==> src/rtl/reg_write_arbiter.sv <==
// Round-robin write arbiter: grants one requester per two-cycle round and drives a
// one-hot enable plus a shared data bus into a bank of 8-bit registers.
`default_nettype none

module reg_write_arbiter #(
    parameter int NREQ = 3,
    parameter int NREG = 4,
    parameter int AW   = 2
) (
    input  logic              clk,
    input  logic              reset,
    input  logic [NREQ-1:0]   req,
    input  logic [NREQ*AW-1:0] req_addr,
    input  logic [NREQ*8-1:0] req_data,
    output logic [NREQ-1:0]   ack,
    output logic [NREG-1:0]   reg_enable,
    output logic [7:0]        reg_data,
    output logic [1:0]        grant_id,
    output logic              busy,
    output logic [0:0]        state_dbg
);

    // Handshake: a requester raises req with addr/data and holds all three stable
    // until it sees its one-cycle ack; req still high after the ack cycle counts
    // as a fresh request that competes at lowest priority.
    localparam logic [0:0] IDLE  = 1'b0;
    localparam logic [0:0] WRITE = 1'b1;
    localparam logic [1:0] LAST_RESET = 2'(NREQ - 1);

    logic [0:0]    state;
    logic [1:0]    last_grant;
    logic          win_found;
    logic [1:0]    win_id;
    logic [1:0]    cand;
    logic [AW-1:0] win_addr;
    logic [7:0]    win_data;

    // Scan upward from the requester after the previous winner, wrapping mod NREQ.
    always_comb begin
        win_found = 1'b0;
        win_id    = '0;
        cand      = '0;
        for (int i = 1; i <= NREQ; i++) begin
            cand = 2'((int'(last_grant) + i) % NREQ);
            if (!win_found && req[cand]) begin
                win_found = 1'b1;
                win_id    = cand;
            end
        end
    end

    always_comb begin
        win_addr = req_addr[int'(win_id)*AW +: AW];
        win_data = req_data[int'(win_id)*8 +: 8];
    end

    // All outputs are registered; the IDLE edge that picks a winner loads the
    // write that is presented to the bank during the following WRITE cycle.
    always_ff @(posedge clk) begin
        if (reset) begin
            state      <= IDLE;
            last_grant <= LAST_RESET;
            reg_enable <= '0;
            reg_data   <= 8'h00;
            ack        <= '0;
            grant_id   <= 2'd0;
            busy       <= 1'b0;
        end else begin
            case (state)
                IDLE: begin
                    if (win_found) begin
                        state      <= WRITE;
                        last_grant <= win_id;
                        reg_enable <= NREG'(1) << win_addr;
                        reg_data   <= win_data;
                        ack        <= NREQ'(1) << win_id;
                        grant_id   <= win_id;
                        busy       <= 1'b1;
                    end
                end
                WRITE: begin
                    // reg_data is left holding; it is ignored while enables are low.
                    state      <= IDLE;
                    reg_enable <= '0;
                    ack        <= '0;
                    grant_id   <= 2'd0;
                    busy       <= 1'b0;
                end
                default: begin
                    state      <= IDLE;
                    reg_enable <= '0;
                    ack        <= '0;
                    grant_id   <= 2'd0;
                    busy       <= 1'b0;
                end
            endcase
        end
    end

    assign state_dbg = state;

endmodule

`default_nettype wire

==> config.mk <==
export PLATFORM = sky130hd
export DESIGN_NAME = reg_write_arbiter
export DESIGN_NICKNAME = d
export VERILOG_FILES = /design/src/rtl/reg_write_arbiter.sv
export SDC_FILE = /design/constraint.sdc
export NUM_CORES = 1
export LEC_CHECK = 0
export ABC_AREA = 1
export BUFFER_PORTS_ARGS = -buffer_cell sky130_fd_sc_hd__buf_4
export CORE_ASPECT_RATIO = 0.7
export CORE_UTILIZATION = 51
export CTS_CLUSTER_SIZE = 10
export DETAILED_ROUTE_END_ITERATION = 8
export PLACE_DENSITY = 0.84
export SETUP_SLACK_MARGIN = 0.4
export SYNTH_ARGS = -nofsm -noshare
export SYNTH_HDL_FRONTEND = slang
export SYNTH_SLANG_ARGS = --single-unit
export TNS_END_PERCENT = 20
==> constraint.sdc <==
create_clock -name clk -period 6.05 [get_ports clk]
set_input_delay 1.21 -clock clk [delete_from_list [all_inputs] [get_ports clk]]
set_output_delay 1.21 -clock clk [all_outputs]
set_load 0.03 [all_outputs]
Yosys cells after proc, flatten, opt, wreduce, memory -nomap -nowiden
Cells that the tools add are included.
Widths: inputs -> output; s select.
{ "totals": {"output_inout_bits": 19, "ff_bits": 21} }
{ "op_classes": {"n_shift": 4, "n_eq_ne": 1, "n_bitwise": 1, "order_cmp": 3, "muxes": 22, "n_reduce_logical": 5, "n_addsub": 3, "n_div": 3} }
{ "op_table": {"columns": ["op", "count"], "rows": [
  ["$mod 32x3->32 const B", 3],
  ["$shiftx 24x6->8", 1],
  ["$lt 2x3->1 const B", 3],
  ["$mux 1", 8],
  ["$mux 2", 4],
  ["$pmux 4 s2", 1],
  ["$add 2x2->3 const B", 2],
  ["$bmux 1 s2", 3],
  ["$pmux 3 s2", 1],
  ["$shiftx 6x4->2", 1],
  ["$mux 4", 1],
  ["$pmux 1 s2", 2],
  ["$pmux 2 s2", 1],
  ["$shl 1x2->4 const A", 1],
  ["$add 2x1->3 const B", 1],
  ["$mux 3", 1],
  ["$shl 1x2->3 const A", 1],
  ["$logic_and 1x1->1", 2],
  ["$logic_not 1->1", 2],
  ["$ne 2x2->1 const B", 1],
  ["$reduce_and 2->1", 1],
  ["$not 1->1", 1]
]} }

Depth between registers and ports, before layout
Gate-level depths: netlist (run 1).
{ "depth": {"depth_word": 15, "depth_mapped": 16, "mapped_depth_nobuf": 16} }

Least setup slack after synthesis (run 1)
OpenSTA, ideal clock, no wires.
{ "synth_timing": {"kind": "in2reg", "from": "input req[2]", "to": "register reg_data[5]", "path_stages": 12, "t_required_ns": 5.930, "setup_slack_ns": 3.724, "arrival_time_ns": 2.207, "path_cell_list": "inv_2 > o21ai_1 > nand2_2 > nand3_1 > nand2_2 > nor2_8 > inv_2 > buf_6 > nand3_1 > nand2_1 > nand2_1 > o31ai_1"} }
{ "synth_via": {"elab_chain_cells": 10} }
{ "synth_rtl": {"columns": ["element", "line", "text"], "rows": [
  ["start, declared", "12", "input logic [NREQ-1:0] req,"],
  ["$bmux 1 s2", "45", "if (!win_found && req[cand]) begin"],
  ["$mux 1 (implied by the code)", "45", null],
  ["$mux 1", "45", null],
  ["$logic_not 1->1", "45", null],
  ["$logic_and 1x1->1", "45", null],
  ["$mux 1", "45", null],
  ["$logic_not 1->1", "45", null],
  ["$logic_and 1x1->1", "45", null],
  ["$mux 2 / $mux 1 (equally long branches)", "45", null],
  ["$shiftx 24x6->8 / $reduce_and 2->1 (equally long branches)", null, null],
  ["end signal, assigned", "75", "reg_data <= win_data;"],
  ["end, declared", "17", "output logic [7:0] reg_data,"]
]} }
Several ways; a longest one is shown, not always the timed one. The select of a mux whose other input is x is not followed.
A chain may end at the register's enable or synchronous reset.

Worst setup path after layout (run 1)
{ "layout_timing": {"from": "input req[1]", "to": "register reg_data[5]"} }
Same word-level chain as after synthesis.

==> results of run 1 <==
path summary, 6_finish.rpt:
check	endpoint	depth (start not counted)
max	reg_data[5]$_SDFFE_PP0P_	13
min	ack[1]$_SDFFE_PP0P_	2
max reg2reg	reg_data[5]$_SDFFE_PP0P_	15
min reg2reg	ack[1]$_SDFFE_PP0P_	2
state kept, by name, summed over array words and instances, names as in the netlist:
| register | count |
|---|---|
| grant_id | 2 |
| reg_data | 8 |
| last_grant | 2 |
| busy | 1 |
| ack | 3 |
| reg_enable | 4 |
| state_dbg | 1 |
power by group:
| group | internal (W) | total, W | switching (W) |
|---|---|---|---|
| logic | 0.000234 | 0.000747 | 0.000513 |
| clock network | 0.0000248 | 0.0000697 | 0.0000449 |
| registers | 0.000197 | 0.000228 | 0.0000317 |
| total | 0.000456 | 0.00105 | 0.000589 |
kinds of logic after synthesis:
logic type	after synthesis	share of synthesized area, %
compound gates	27	12.2
buf+inv	28	9.31
flops	21	32.6
fa+ha+maj	4	3.88
simple gates	115	42.0
worst reg2reg max path: cells and delay by family, from the launching register on:
kind	cells	cell delay, ns
AO/OA/AOI/OAI	1	0.09
flip-flops	1	0.40
adder cells (fa/ha/maj)	1	0.41
buffers and inverters	5	0.42
AND/OR/NAND/NOR	8	1.23
stage by stage:
stage | worst slack, ns | hold WS (ns)
4_1_cts | 3.35 | 0.476
6_report | 3.31 | 0.472
5_1_grt | 3.18 | 0.507
3_5_place_dp | 3.01 | 0.458
2_1_floorplan | 3.72 | 0.477
3_3_place_gp | 3.02 | 0.456
metal layers:
layer,vias up,wire length [um],global-route usage [%]
met5,-,0,0
met3,5,295,6.96
met4,0,22,4.19
met2,70,1580,46.2
met1,638,1720,39.6
li1,736,-,-
layout by cell type (no fill, tap or decap), types with 2 or more instances in the layout:
cell      count
o21ai_0       5
clkbuf_4      3
o21ai_1       4
nand3_1      26
nor2_1       22
buf_4        53
a21oi_1       9
inv_2         9
nand3b_1      2
nand4_1       2
o31ai_1       7
dfxtp_1      21
o211ai_1      2
inv_1        13
nand2_1      53
nand2_2       4
ha_1          4
area by class of cell:
type | instances | share of cell area [%]
timing repair buffer | 53 | 23.2
tap | 32 | 2.33
multi-input combinational | 146 | 43.6
sequential | 21 | 24.5
clock inverter | 1 | 0.291
clock buffer | 3 | 1.31
inverter | 22 | 4.81
==> results.cfg, run 1 <==
[setup_path]
r2r_start = last_grant[0]$_SDFFE_PP0P_
cpMaxStageDelayCell = nand2_1
crit_family = simple AND/OR/NAND/NOR gates
crit_buf_inv = 4
crit_top_cell = nand2_1
critical-path-max-stage-delay_ns = 0.35
cp_max_fo = 11
r2r_slack_ns = 3.40
path_class = in2reg
cp_data_arrival_time_ns = 2.95
crit_path_start_kind = primary input
cp_cell_sequence = buf_4 -> nand2_1 -> nand3_1 -> nand2_1 -> nand2_1 -> nor2_1 -> inv_2 -> nand2_1 -> inv_2 -> nand2_1 -> inv_2 -> nand2_2 -> o31ai_1
worstSetupEndpointType = flop
startpoint = req[1]
worst_ep_required_time_ns = 6.26

[job]
drv_cap = 0

[logic_synthesis]
async_flop_share_pct = 0
yosys_register_bits = 21
synth_nets = 234
syn_area_mm2 = 0.00129
synth_ff_type = dfxtp_1
synth_warnings = 0
synth-seq-area-share_pct = 32.6
synthTopCellsByCount = nand2_1, nand3_1, nor2_1
synth-edff-count = 0
synth_cell_types = 25
synth_cells = 195
synth.area.top_cells = dfxtp_1, nand2_1, nand3_1
syn_area_per_cell_um2 = 6.62
yosys.area.top_type = dfxtp_1
synth_most_common_cell = nand2_1
synth_top_area_share_pct = 32.6

[die]
die_w_um = 62.1
start_util_pct = 57.1
rows = 14
die-area_mm2 = 0.00274
core_mm2 = 0.00226
num_io_pins = 54
die_y_um = 44.1

[clocking]
path_clk_slew_ns = 0.11
cts.sinks = 21
ctsHtreeMaxLevel = 1
clock_latency_ns = 0.32
cts_tree = built
cts_hold_buf = 0
numCtsBuffers = 3
cts_root_buffer = clkbuf_4
cts_resized = 0
clockBufferDepth = 2
postCtsSetupBuffers = 0

[cells_and_area]
final_area_mm2 = 0.00172
antenna_cells = 0
nNetsFinal = 286
register_area_um2 = 420
area_delta_synth_final_pct = 33.2
utilization_pct = 76.0
final_cell_count_no_fill = 278
layout-drive-gt1-share_pct = 30.9
fillerInstances = 171
multi_input_comb_area_um2 = 749

[grt]
grt_pass1_vias = 1284
antenna_found_initial = 0
grt-ovfl-total = 0
grt_max_degree = 15
grt_pass1_wl_um = 6040
grtUsageTotal_pct = 28.4

[sta]
slew_violations = 0
period_needed_ns = 2.74
setup_viol = 0
min_period_over_period_pct = 45.2
maxSlewHeadroom_pct = 69.6
worstMarginPinSlew_ns = 0.454
rsz0062_at_grt = no
tns_ns = 0
finalHoldViolCount = 0
fin_skew_ns = 0.00850
fmax_ghz = 0.366

[pwr]
p_total_w = 0.00105
powerDensity_mw_per_mm2 = 608
peakVddDrop_v = 0.000394
power.leakage_nw = 0.888

[run_status]
status = finished, final reports clean

[placement]
place_inst = 274
placed_cell_area_mm2 = 0.00169
portBuffers = 53
gp_congestion = 0.918
hpwlAfterDp_um = 2850

[hold_path]
hold_class = reg2reg
min_from = ack[1]$_SDFFE_PP0P_

[route]
ant_nets = 0
routedWlPerCell_um = 13.0
drc = 0
vias = 1449
vias_per_cell = 5.21
first_iter_violations = 141
first_pass_iters = 4
routed_wirelength_um = 3610
No activity file was read; power rests on OpenSTA's default activity.
==> inputs of run 2 (changes only) <==
--- a/config.mk
+++ b/config.mk
@@ -5,13 +5,13 @@
 export SDC_FILE = /design/constraint.sdc
 export NUM_CORES = 1
 export LEC_CHECK = 0
-export ABC_AREA = 1
+export ABC_AREA = 0
 export BUFFER_PORTS_ARGS = -buffer_cell sky130_fd_sc_hd__buf_4
 export CORE_ASPECT_RATIO = 0.7
-export CORE_UTILIZATION = 51
+export CORE_UTILIZATION = 43
 export CTS_CLUSTER_SIZE = 10
 export DETAILED_ROUTE_END_ITERATION = 8
-export PLACE_DENSITY = 0.84
+export PLACE_DENSITY = 0.76
 export SETUP_SLACK_MARGIN = 0.4
 export SYNTH_ARGS = -nofsm -noshare
 export SYNTH_HDL_FRONTEND = slang
==> constraint.sdc (replaced) <==
create_clock -name clk -period 2.4 [get_ports clk]
set_input_delay 0.48 -clock clk [delete_from_list [all_inputs] [get_ports clk]]
set_output_delay 0.48 -clock clk [all_outputs]
set_load 0.03 [all_outputs]
==> run 2 against run 1 <==
Clock power rose to 3.2 times the previous value. Combinational power grew to 3.1 times the previous value. Final cell count down 8.6%. Die area increased by 19%. Global-route usage decreased by 3.5 points. Area after synthesis increased by 0.78%. Total power grew to 3.0 times the previous value. Flip-flop and latch count unchanged. Synthesized cell count fell by 19%.
==> results.cfg, run 2 <==
[run_status]
status = finished, final reports clean

[route]
drc = 0
vias = 1462
routedWlPerCell_um = 16.0
vias_per_cell = 5.76
ant_nets = 0
first_pass_iters = 4
first_iter_violations = 100
top_layer_used = met4
wl_met1_um = 1840
wl_met3_um = 314
wl_met2_um = 1900
routed_wirelength_um = 4070

[logic_synthesis]
synth_cell_types = 42
synthTopCellsByCount = dfxtp_1, nor2_1, o21ai_0
synth_most_common_cell = dfxtp_1
yosys_register_bits = 21
synth.area.top_cells = dfxtp_1, a22o_1, o21ai_0
synth_warnings = 0
syn_area_per_cell_um2 = 8.23
synth-edff-count = 0
yosys.area.top_type = dfxtp_1
synth_ff_type = dfxtp_1
async_flop_share_pct = 0
syn_area_mm2 = 0.00130
synth-seq-area-share_pct = 32.3
synth_nets = 197
synth_cells = 158
synth_top_area_share_pct = 32.3

[grt]
grtUsageTotal_pct = 24.8
grt_pass1_vias = 1227
grt_pass1_wl_um = 5860
grt_max_degree = 13
grt-ovfl-total = 0
antenna_found_initial = 0

[clocking]
cts.sinks = 21
cts_tree = built
path_clk_slew_ns = 0.07
clock_latency_ns = 0.26
numCtsBuffers = 3
cts_root_buffer = clkbuf_8
clockBufferDepth = 2
ctsHtreeMaxLevel = 1

[pwr]
power.leakage_nw = 0.867
peakVddDrop_v = 0.000931
powerDensity_mw_per_mm2 = 1610

[job]
drv_cap = 0

[setup_path]
r2r_end = last_grant[1]$_SDFFE_PP1P_
r2r_slack_ns = 0.13
cp_cell_sequence = inv_4 -> ha_4 -> clkbuf_2 -> nand3b_1 -> o21ai_0 -> or3_4 -> nand2b_1 -> buf_4 -> nor2_1 -> a211o_1
critical-path-max-stage-delay_ns = 0.43
crit_path_start_kind = flop
cp_max_fo = 7
path_class = reg2reg
r2r_cells = 10
worstSetupEndpointType = flop
cp_data_arrival_time_ns = 2.42
crit_family = simple AND/OR/NAND/NOR gates
r2r_start = last_grant[0]$_SDFFE_PP0P_
worst_ep_required_time_ns = 2.55
cpMaxStageDelayCell = or3_4
crit_buf_inv = 3

[die]
core_mm2 = 0.00284
rows = 16
num_io_pins = 54
start_util_pct = 45.7
die_y_um = 48.0
die-area_mm2 = 0.00325
die_w_um = 67.7

[sta]
rsz0062_at_grt = yes
slew_violations = 0
fmax_ghz = 0.441
period_needed_ns = 2.27
min_period_over_period_pct = 94.5
tns_ns = 0
setup_viol = 0
maxSlewHeadroom_pct = 72.6
worstMarginPinSlew_ns = 0.409
finalHoldViolCount = 0
fin_skew_ns = 0.00120
worst_hold_slack_ns = 0.463

[placement]
portBuffers = 53
gp_congestion = 0.867
hpwlAfterDp_um = 2840

[cells_and_area]
regMostFlops = reg_data
register_area_um2 = 428
layout_commonest_cell = buf_4
reg_top3 = reg_data x8, reg_enable x4, ack x3
nNetsFinal = 258
most-common-layout-cells = buf_4, dfxtp_1, nor2_1, o21ai_0
layout-drive-gt1-share_pct = 42.7
fillerInstances = 215
area_delta_synth_final_pct = 52.0
antenna_cells = 0
multi_input_comb_area_um2 = 926
largest_reg_flops = 8

[hold_path]
holdPathEnd = ack[0]$_SDFFE_PP0P_
hold_class = reg2reg
min_from = ack[0]$_SDFFE_PP0P_
min_path_cells = 2
[run 2: stage by stage]
stage | cell area [um2] | setup slack, ns | total power (W) | std cells | utilization [%]
2_1_floorplan | 1350 | 0.290 | 0.00208 | 158 | -
3_3_place_gp | 1790 | 0.152 | 0.00258 | 245 | 63.1
3_5_place_dp | 1790 | 0.0846 | 0.00261 | 245 | 63.1
4_1_cts | 1920 | 0.134 | 0.00299 | 253 | 67.4
5_1_grt | 1980 | 0.0173 | 0.00341 | 254 | 69.5
6_report | 1980 | 0.133 | 0.00317 | 254 | 69.5
[run 2: per-layer routing]
metal | vias up | GRT usage, %
met3 | 4 | 7.14
met2 | 58 | 38.2
met4 | 0 | 5.11
li1 | 708 | -
met1 | 692 | 34.6
met5 | - | 0
[run 2: worst max-delay path by stage]
stage               slack, ns  cells after the start                          to                  startpoint
floorplan                0.29                      8  reg_enable[2]$_SDFFE_PP0P_  last_grant[0]$_SDFFE_PP0P_
global placement         0.15                      6  reg_enable[2]$_SDFFE_PP0P_                      req[0]
detailed placement       0.08                      9    reg_data[0]$_SDFFE_PP0P_  last_grant[1]$_SDFFE_PP1P_
CTS                      0.13                      8  reg_enable[0]$_SDFFE_PP0P_  last_grant[1]$_SDFFE_PP1P_
global route             0.02                     10  last_grant[1]$_SDFFE_PP1P_  last_grant[0]$_SDFFE_PP0P_
finish                   0.13                     10  last_grant[1]$_SDFFE_PP1P_  last_grant[0]$_SDFFE_PP0P_
[run 2: worst min-delay path, stage by stage (launching register included)]
cell and delay, ns:
dfxtp_1 0.31, nand2_1 0.05, a21oi_1 0.05
[run 2: logic make-up after synthesis]
kind of cell	share of synthesized area [%]
AO/OA/AOI/OAI	34.1
adder cells (fa/ha/maj)	3.85
buffers and inverters	5.68
flip-flops	32.3
multiplexers	2.31
AND/OR/NAND/NOR	21.8
[run 2: layout make-up]
class                      count  area share [%]
multi-input combinational    121            46.9
tap                           36            2.28
timing repair buffer          68            25.9
clock buffer                   4            2.28
inverter                       4            1.01
sequential                    21            21.7
[run 2: power breakdown]
part / leakage, nW / internal [W] / switching, W
sequential: 0.174 / 0.000498 / 0.0000987
clock: 0.0228 / 0.000118 / 0.000108
combinational: 0.670 / 0.00104 / 0.00131
total: 0.867 / 0.00166 / 0.00151
[run 2: timing repair]
action	CTS	global route
buffers inserted	4	1
gates resized for setup	11	13
endpoints found under the setup margin	18	18
pin swaps	3	8
hold buffers	0	0
cloned	0	0
==> inputs of run 3 (changes only) <==
--- a/config.mk
+++ b/config.mk
@@ -12,7 +12,6 @@
 export CTS_CLUSTER_SIZE = 10
 export DETAILED_ROUTE_END_ITERATION = 8
 export PLACE_DENSITY = 0.76
-export SETUP_SLACK_MARGIN = 0.4
 export SYNTH_ARGS = -nofsm -noshare
 export SYNTH_HDL_FRONTEND = slang
 export SYNTH_SLANG_ARGS = --single-unit
==> run 3 against run 2 <==
Sequential power is 2% lower. Non-clock buffer count unchanged. Critical path depth did not move. Combinational power down 5%. Sequential share of layout area increased by 0.48 points. Count of clock-buffer cells in the layout decreased by 1. First-iteration DRC count fell by 5.0%. Clock skew about the same. Via count down 3.6%.
==> results.cfg, run 3 (synthesized netlist as in run 2, its figures left out) <==
[sta]
setup_viol = 0
worstMarginPinSlew_ns = 0.435
fin_skew_ns = 0.00145
rsz0062_at_grt = yes
slew_violations = 0
fmax_ghz = 0.424
min_period_over_period_pct = 98.2
finalHoldViolCount = 0
worst_hold_slack_ns = 0.457
maxSlewHeadroom_pct = 71.0
period_needed_ns = 2.36

[placement]
place_inst = 248
gp_congestion = 0.869
hpwlAfterDp_um = 2740
placed_cell_area_mm2 = 0.00178
portBuffers = 53

[setup_path]
worstSetupEndpointType = flop
cp_cell_sequence = inv_1 -> ha_4 -> buf_4 -> mux2i_2 -> o22ai_2 -> o211ai_1 -> buf_4 -> nand3_1 -> a31o_2 -> a32o_1
path_class = reg2reg
worst_ep_required_time_ns = 2.56
cpMaxStageDelayCell = dfxtp_2
cp_max_fo = 7
cp_data_arrival_time_ns = 2.51
crit_top_cell = buf_4
critical-path-max-stage-delay_ns = 0.40
crit_path_start_kind = flop

[die]
num_io_pins = 54
start_util_pct = 45.7
die_w_um = 67.7
rows = 16
die-area_mm2 = 0.00325
core_mm2 = 0.00284
die_y_um = 48.0

[grt]
grtUsageTotal_pct = 22.0
grt_pass1_vias = 1157
grt_pass1_wl_um = 5290
grt-ovfl-total = 0
grt_max_degree = 13
antenna_found_initial = 0

[cells_and_area]
reg_top3 = reg_data x8, reg_enable x4, ack x3
area_delta_synth_final_pct = 47.8
final_area_mm2 = 0.00192
multi_input_comb_area_um2 = 880
layout_commonest_cell = buf_4
antenna_cells = 0
regMostFlops = reg_data
final_cell_count_no_fill = 254
register_area_um2 = 425
fillerInstances = 227
largest_reg_flops = 8
nNetsFinal = 258
layout-drive-gt1-share_pct = 40.8
most-common-layout-cells = buf_4, dfxtp_1, nor2_1, o21ai_0

[clocking]
path_clk_slew_ns = 0.08
ctsHtreeMaxLevel = 1
clockBufferDepth = 2
cts.sinks = 21
clock_latency_ns = 0.26
cts_tree = built
cts_root_buffer = clkbuf_8
numCtsBuffers = 3

[route]
drc = 0
ant_nets = 0
vias = 1409
vias_per_cell = 5.55
routedWlPerCell_um = 14.7
first_pass_iters = 4
routed_wirelength_um = 3730
first_iter_violations = 95

[hold_path]
hold_class = in2reg

[pwr]
powerDensity_mw_per_mm2 = 1590
peakVddDrop_v = 0.000884
power.leakage_nw = 0.870
p_total_w = 0.00305

[run_status]
status = finished, final reports clean

[job]
drv_cap = 0
run 3: cell count changes in the layout (fill, tap and decap cells not counted), sizes merged:
cell    delta
clkbuf     -2
clkinv     +1
buf        +1
run 3: layout make-up:
type	count	share of cell area, %
Clock buffer	3	2.15
Inverter	4	0.781
Timing Repair Buffer	68	26.6
Sequential cell	21	22.1
Multi-Input combinational cell	121	45.8
Clock inverter	1	0.260
Tap cell	36	2.34
run 3: path summary, 6_finish.rpt:
check                             start  slack (ns)                    endpoint  cells past startpoint
max          last_grant[0]$_SDFFE_PP0P_        0.04  reg_enable[0]$_SDFFE_PP0P_                     10
min                               reset        0.46  last_grant[1]$_SDFFE_PP1P_                      2
max reg2reg  last_grant[0]$_SDFFE_PP0P_        0.04  reg_enable[0]$_SDFFE_PP0P_                     10
min reg2reg         ack[2]$_SDFFE_PP0P_        0.47         ack[2]$_SDFFE_PP0P_                      2
run 3: power by group:
part,switching [W],total (W),internal (W)
logic,0.00124,0.00224,0.000994
clock network,0.000116,0.000231,0.000116
registers,0.0000914,0.000586,0.000495
run 3: timing repair:
action,4_1_cts,5_1_grt
resized for setup,0,17
setup endpoints to repair,2,15
hold buffers,0,0
pin swaps,0,6
buffers inserted,0,2
run 3: critical path, delay by kind of cell, from the launching register on:
kind	cells	cell delay, ns
AO/OA/AOI/OAI	4	0.94
buffers and inverters	3	0.44
flip-flops	1	0.40
adder cells (fa/ha/maj)	1	0.19
multiplexers	1	0.19
AND/OR/NAND/NOR	1	0.10
run 3: metal layers:
metal / global-route usage, % / wire length (um) / up-vias
met2: 35.2 / 1750 / 36
met4: 1.70 / 10 / 0
met5: 0 / 0 / -
met3: 5.24 / 157 / 2
met1: 31.3 / 1810 / 662
li1: - / - / 709
run 3: through the flow:
stage          utilization, %  worst slack [ns]  setup TNS [ns]
6_report                 67.6            0.0437               0
5_1_grt                  67.6           -0.0306          -0.131
4_1_cts                  64.3           -0.0150         -0.0255
3_5_place_dp             62.7           0.00558               0
3_3_place_gp             62.7            0.0844               0
2_1_floorplan               -             0.167               0
